File: config.mk
export PLATFORM = sky130hd
export DESIGN_NAME = pwm_cfg_ctrl
export DESIGN_NICKNAME = d
export VERILOG_FILES = /design/src/rtl/pwm_cfg_ctrl.sv
export SDC_FILE = /design/constraint.sdc
export NUM_CORES = 1
export LEC_CHECK = 0
export BUFFER_PORTS_ARGS = -buffer_cell sky130_fd_sc_hd__buf_2
export CAP_MARGIN = 20
export CORE_MARGIN = 5
export CORE_UTILIZATION = 61
export CTS_CLUSTER_DIAMETER = 30
export DETAILED_ROUTE_END_ITERATION = 7
export PLACE_DENSITY_LB_ADDON = 0.08
export SLEW_MARGIN = 20
export SYNTH_ARGS = -nofsm -noshare
export SYNTH_HDL_FRONTEND = slang
export SYNTH_SLANG_ARGS = --single-unit
File: constraint.sdc
create_clock -name CLK -period 4 [get_ports CLK]
set_input_delay 0.2 -clock CLK [delete_from_list [all_inputs] [get_ports CLK]]
set_output_delay 0.2 -clock CLK [all_outputs]
set_load 0.01 [all_outputs]
File: src/rtl/pwm_cfg_ctrl.sv
// Parses framed SPI write commands into staging registers and commits them to the
// PWM outputs on period boundaries. Optional checksum byte: define PWM_CFG_CHKSUM_EN.
module pwm_cfg_ctrl #(
   parameter int unsigned       NUM_CH     = 4,
   parameter int unsigned       CMP_W      = 16,
   parameter logic [CMP_W-1:0]  PERIOD_MAX = 16'd62500
) (
   input  logic                     CLK,
   input  logic                     rst_n,
   input  logic [7:0]               rx_byte,
   input  logic                     rx_valid,
   input  logic                     cs_n,
   input  logic                     period_tick,
   output logic [NUM_CH*CMP_W-1:0]  cmp,
   output logic [NUM_CH-1:0]        ch_en,
   output logic                     pending,
   output logic                     frame_err,
   output logic [7:0]               err_cnt
);

   localparam logic [5:0] EN_ADDR  = 6'h20;
   localparam logic [5:0] NUM_CH_A = 6'(NUM_CH);

`ifdef PWM_CFG_CHKSUM_EN
   typedef enum logic [1:0] {S_IDLE, S_DHI, S_DLO, S_CHK} state_t;
   logic [7:0] cmd_q;
   logic [7:0] dlo_q;
`else
   typedef enum logic [1:0] {S_IDLE, S_DHI, S_DLO} state_t;
`endif

   state_t                    state, state_n;
   logic [5:0]                addr_q;
   logic [7:0]                dhi_q;
   logic [NUM_CH*CMP_W-1:0]   stg_cmp;
   logic [NUM_CH-1:0]         stg_en;
   logic [NUM_CH*CMP_W-1:0]   cmp_q;
   logic [NUM_CH-1:0]         en_q;
   logic [CMP_W-1:0]          wr_data;
   logic                      addr_ok;
   logic                      wr;
   logic                      err;

   function automatic logic [CMP_W-1:0] sat_cmp(input logic [CMP_W-1:0] v);
      return (v > PERIOD_MAX) ? PERIOD_MAX : v;
   endfunction

   assign addr_ok = (addr_q < NUM_CH_A) || (addr_q == EN_ADDR);
`ifdef PWM_CFG_CHKSUM_EN
   assign wr_data = {dhi_q, dlo_q};
`else
   assign wr_data = {dhi_q, rx_byte};
`endif

   // The final byte completes its frame even if cs_n rises in the same cycle.
   always_comb begin
      state_n = state;
      wr      = 1'b0;
      err     = 1'b0;
      case (state)
         S_IDLE: begin
            if (rx_valid && !cs_n) begin
               if (rx_byte[6])      err     = 1'b1;
               else if (rx_byte[7]) state_n = S_DHI;
            end
         end
         S_DHI: begin
            if (cs_n) begin
               err     = 1'b1;
               state_n = S_IDLE;
            end else if (rx_valid) begin
               state_n = S_DLO;
            end
         end
`ifdef PWM_CFG_CHKSUM_EN
         S_DLO: begin
            if (cs_n) begin
               err     = 1'b1;
               state_n = S_IDLE;
            end else if (rx_valid) begin
               state_n = S_CHK;
            end
         end
         S_CHK: begin
            if (rx_valid) begin
               state_n = S_IDLE;
               if (addr_ok && (rx_byte == (cmd_q ^ dhi_q ^ dlo_q))) wr  = 1'b1;
               else                                                 err = 1'b1;
            end else if (cs_n) begin
               err     = 1'b1;
               state_n = S_IDLE;
            end
         end
`else
         S_DLO: begin
            if (rx_valid) begin
               state_n = S_IDLE;
               if (addr_ok) wr  = 1'b1;
               else         err = 1'b1;
            end else if (cs_n) begin
               err     = 1'b1;
               state_n = S_IDLE;
            end
         end
`endif
         default: state_n = S_IDLE;
      endcase
   end

   always_ff @(posedge CLK or negedge rst_n) begin
      if (!rst_n) begin
         state     <= S_IDLE;
         addr_q    <= '0;
         dhi_q     <= '0;
`ifdef PWM_CFG_CHKSUM_EN
         cmd_q     <= '0;
         dlo_q     <= '0;
`endif
         stg_cmp   <= '0;
         stg_en    <= '0;
         cmp_q     <= '0;
         en_q      <= '0;
         pending   <= 1'b0;
         frame_err <= 1'b0;
         err_cnt   <= '0;
      end else begin
         state     <= state_n;
         frame_err <= err;
         if (err && (err_cnt != 8'hFF)) err_cnt <= err_cnt + 8'd1;

         if (rx_valid && !cs_n) begin
            case (state)
               S_IDLE: begin
                  addr_q <= rx_byte[5:0];
`ifdef PWM_CFG_CHKSUM_EN
                  cmd_q  <= rx_byte;
`endif
               end
               S_DHI: dhi_q <= rx_byte;
`ifdef PWM_CFG_CHKSUM_EN
               S_DLO: dlo_q <= rx_byte;
`endif
               default: ;
            endcase
         end

         // Commit reads pre-write staging, so a coincident write waits for the next tick.
         if (period_tick) begin
            cmp_q <= stg_cmp;
            en_q  <= stg_en;
         end

         if (wr) begin
            if (addr_q == EN_ADDR) begin
               stg_en <= wr_data[NUM_CH-1:0];
            end else begin
               for (int i = 0; i < int'(NUM_CH); i++) begin
                  if (addr_q == 6'(i)) stg_cmp[i*CMP_W +: CMP_W] <= sat_cmp(wr_data);
               end
            end
         end

         if (wr)               pending <= 1'b1;
         else if (period_tick) pending <= 1'b0;
      end
   end

   assign cmp   = cmp_q;
   assign ch_en = en_q;

endmodule

# Word-level counts from Yosys, hierarchy flattened
# Index checks and enable logic that the tools add are counted.
# word_totals
register_bits,162
input_bits,13
output_inout_bits,78
elab_cells,64
# classes
addsub,1
n_lt_le_gt_ge,2
eq_ne,12
n_mux,20
n_bitwise,1
n_reduce_logical,15
# op_table
cell,count
"greater-than comparator 16 bit, second input constant",1
two-way mux 16 bit,1
two-way mux 2 bit,7
"equality test 6 x 2 -> 1 bit, second input constant",2
AND reduction 3 bit,4
two-way mux 1 bit,10
"adder 8 x 1 -> 8 bit, second input constant",1
"inequality test 8 bit, second input constant",1
"equality test 6 x 1 -> 1 bit, second input constant",1
"equality test 6 bit, second input constant",1
logical NOT 6 bit,1
"less-than comparator 6 x 3 -> 1 bit, second input constant",1
"inequality test 2 bit, second input constant",3
"inequality test 3 bit, second input constant",2
one-hot mux 2 bit (3 select lines),1
AND reduction 2 bit,3
AND reduction 5 bit,1
one-hot mux 1 bit (3 select lines),1
"equality test 2 x 1 -> 1 bit, second input constant",1
"equality test 2 bit, second input constant",1
logical AND 1 bit,2
logical NOT 2 bit,1
nonzero test 2 bit,1
logical NOT 1 bit,1
2 further kinds,2

# Longest topological paths before layout
# logic_depth
depth_word,6
mapped_depth,7
depth_no_buf,5

# Worst setup path before layout
# No wires, ideal clock.
# synth_path
path_type,register to register
startpoint,register addr_q[4]
endpoint,register stg_cmp[21]
setup_time_ps,131
arrival_ps,1680
slack_ps,2190
stages_incl_launch_ff,7
period_less_slack_ps,1810
path_cell_list,dfrtp_1 -> nor4b_4 -> nor3b_4 -> nand3b_4 -> buf_2 -> nand2_1 -> o21ai_0
# synth_between
elab_chain_cells,6
word_cells_on_any_way,9
# synth_lines
item,line,rtl
start: declaration,33,logic [5:0] addr_q;
start signal: assignment,134,addr_q <= rx_byte[5:0];
less-than comparator 6 x 3 -> 1 bit / equality test 6 bit (equally long branches),"48, 154",
logical OR 1 bit,48,assign addr_ok = (addr_q < NUM_CH_A) || (addr_q == EN_ADDR);
two-way mux 1 bit,98,if (addr_ok) wr = 1'b1;
two-way mux 1 bit,96,if (rx_valid) begin
two-way mux 1 bit,60,case (state)
AND reduction 3 bit (no line) (*),-,
end signal: indexed assignment,158,if (addr_q == 6'(i)) stg_cmp[i*CMP_W +: CMP_W] <= sat_cmp(wr_data);
end: declaration,35,logic [NUM_CH*CMP_W-1:0] stg_cmp;
# Every way passes the cells marked *; elsewhere a longest branch is shown, timed or not.
# A chain may end at the register's enable or synchronous reset.

# Worst setup path after layout
# layout_path
startpoint,register addr_q[4]
endpoint,register stg_cmp[14]
# Same word-level chain as after synthesis.

==> flow_summary.yaml <==
die:
  fp.coreArea_um2: 10200
  core.rowCount: 37
  start_util_pct: 61.7
  ioPinCount: 91
  die_area_um2: 12400
  die_h_um: 111
  fp.dieW_um: 111
setup_path:
  path_max_fanout: 26
  cp.required_ns: 4.41
  crit_family: "simple AND/OR/NAND/NOR gates"
  slowest_delay_ns: 0.50
  end_kind: "flip-flop"
  crit_type: "flip-flop to flip-flop"
  critPathLaunchType: "flip-flop"
  worstPathArrival_ns: 2.54
  cp_slowest_cell: "nor3b_4"
  path_buf_inv: 0
  path_cells: "nor4b_4, nor3b_4, nand2_2, mux2_2"
sta:
  worst_clock_skew_ns: 0.00634
  worstMarginPinSlew_ns: 0.870
  fmax_mhz: 469
  max_slew_margin_pct: 42.0
  slew_violations: 0
  hold_violations: 0
  period_minus_slack_ns: 2.13
  setup_tns_ns: 0
  rsz0062_at_grt: "no"
  setup_viol: 0
  fin_crit_sh_pct: 53.3
yosys:
  synth_async_sr_flop_share_pct: 100
  synthMuxAreaShare_pct: 18.8
  synth_top_area_share_pct: 64.6
  synth_edf_count: 0
  ys_ff_latch: 162
  synth_top_family_by_area: "multiplexers"
  yosysTopAreaCell: "dfrtp_1"
  synth.most_common_cell: "dfrtp_1"
  synth_fa_ha_area_share_pct: 0.199
  syn_nets: 475
  synthTopCellsByCount: "162 x dfrtp_1, 102 x mux2_2, 58 x nand2_1, 32 x o21ai_0, 16 x o21ai_1"
  synth_compound_area_share_pct: 5.28
  ys_types: 42
  yosysWarnings: 0
  synth-xor-area-share_pct: 0.697
  synth-simple-area-share_pct: 8.43
  syn_area_per_cell_um2: 13.6
  synth.area.top_cells: "dfrtp_1 65%, mux2_2 18%, nand2_1 3.5%"
  syn_inst: 461
  mappedNetlistArea_um2: 6280
  ys.flop_type: "dfrtp_1"
  synth_seq_area_share_pct: 64.6
placed_design:
  placed_cells: 670
  io_buffers: 90
  dp_hpwl_um: 8600
  dpl-instance-area_um2: 6820
  routabilityCongestion: 0.818
clock_tree:
  holdBufCountCts: 10
  cts_htree_levels: 4
  ctsResizeCount: 0
  clk_pin_slew_ns: 0.06
  cts_buffers: 17
  clockBufferDepth: 2
  cts_sinks: 162
  clockRootBuffer: "clkbuf_8"
  worstSkewPairLatency_ns: 0.52
  cts_setup_buffers: 0
  cts_tree: "done"
finish:
  finalNonFillerCells: 711
  fin_area_um2: 7500
  num_antenna_cells: 0
  nets: 577
  layout-drive-gt1-share_pct: 40.9
  fill_cells: 692
  syn2layout_area_growth_pct: 19.4
pwr:
  switching_share_pct: 23.6
  seqPwrFrac_pct: 49.3
  power_frac_comb_pct: 7.7
  p_leak_nw: 3.94
  ir_worst_vdd_mv: 0.447
  internal-power_mw: 2.79
  p_sw_uw: 865
  clock_power_share_pct: 43.0
  powerDensity_nw_per_um2: 488
grt:
  grt_start_max_net_pins: 76
  grt-ovfl-total: 0
  first_global_vias: 4123
  grt_pass1_wl_um: 21700
  antenna_found_initial: 0
  track_usage_pct: 22.2
routing:
  wl_um: 12800
  drcViolationCount: 0
  viasPerCell: 5.50
  drtIter0Drc: 228
  firstDrtPassIters: 4
  wl_per_cell_um: 18.0
  antenna_left: 0
  dr_total_vias: 3909
hold_path:
  hp-class: "primary input to flip-flop"
flow_run:
  maxCapViolCount: 0
run_status:
  outcome: "completed"
## layout by cell type (no fill, tap or decap), drive strengths merged, types with 4 or more instances in the layout
cell type    count
dfrtp          162
mux2           102
buf             93
nand2           59
o21ai           48
clkbuf          21
nor2            15
dlygate4sd3     10
a21oi            7
inv              6
nand3            6
xor2             4
clkinvlp         4
## registers in the layout, indices dropped and copies added, names as in the netlist, 2 cells and up
register	cells
stg_cmp	64
cmp	64
addr_q	6
dhi_q	8
state	2
stg_en	4
ch_en	4
err_cnt	8
## final timing paths
check / from / endpoint / slack [ns] / depth (start not counted)
max in group asynchronous: rst_n / cmp[25]$_DFFE_PN0P_ / 2.66 / 3
max: addr_q[4]$_DFFE_PN0P_ / stg_cmp[14]$_DFFE_PN0P_ / 1.87 / 4
min: rx_valid / state[1]$_DFFE_PN0P_ / 0.09 / 4
min reg2reg: stg_cmp[49]$_DFFE_PN0P_ / stg_cmp[49]$_DFFE_PN0P_ / 0.49 / 2
max reg2reg: addr_q[4]$_DFFE_PN0P_ / stg_cmp[14]$_DFFE_PN0P_ / 1.87 / 4
min in group asynchronous: rst_n / cmp[7]$_DFFE_PN0P_ / 0.27 / 2
## worst reg2reg max path, stage by stage (launching register included)
cell and delay (ns):
dfrtp_1 0.40, nor4b_4 0.35, nor3b_4 0.50, nand2_2 0.39, mux2_2 0.38
## routing by layer
| metal | up-vias | track usage (%) | routed length (um) | share of wire (%) |
|---|---|---|---|---|
| met5 | - | 0 | 0 | 0 |
| met4 | 0 | 6.00 | 149 | 1.2 |
| met3 | 17 | 5.22 | 553 | 4.3 |
| met2 | 94 | 37.4 | 6490 | 51 |
| met1 | 1986 | 29.3 | 5620 | 44 |
| li1 | 1812 | - | - | - |
## final cells by class
type	count	area, um^2	share of cell area, %
Sequential cell	162	4050	54.1
Multi-Input combinational cell	273	2100	28.0
Timing Repair Buffer	103	579	7.73
Clock buffer	21	439	5.86
Tap cell	136	170	2.27
Clock inverter	10	135	1.80
Inverter	6	22.5	0.300
## cell families after synthesis
group,count (synthesis)
AOI/OAI and AO/OA,62
muxes,105
xor gates and xnor gates,5
DFF,162
and+or+nand+nor,100
adders and majority gates,1
buffers and inverters,26
## power by group through the flow
stage / sequential, mW / combinational (mW) / clock (mW)
2_1_floorplan: 1.82 / 0.147 / 0
3_3_place_gp: 1.83 / 0.271 / 0
3_5_place_dp: 1.83 / 0.280 / 0
4_1_cts: 1.80 / 0.289 / 1.60
5_1_grt: 1.82 / 0.316 / 1.67
6_report: 1.80 / 0.282 / 1.57
## per-stage QoR
| step | total power, mW | hold WS [ns] | setup slack (ns) | utilization (%) |
|---|---|---|---|---|
| floorplan | 1.97 | -0.0956 | 2.19 | - |
| global placement | 2.10 | 0.257 | 1.94 | 67.0 |
| detailed placement | 2.11 | 0.264 | 1.88 | 67.0 |
| CTS | 3.69 | 0.0663 | 1.88 | 73.6 |
| global route | 3.80 | 0.140 | 1.67 | 73.6 |
| finish | 3.66 | 0.0854 | 1.87 | 73.6 |
Note: power is estimated with default switching activity, not from simulation.
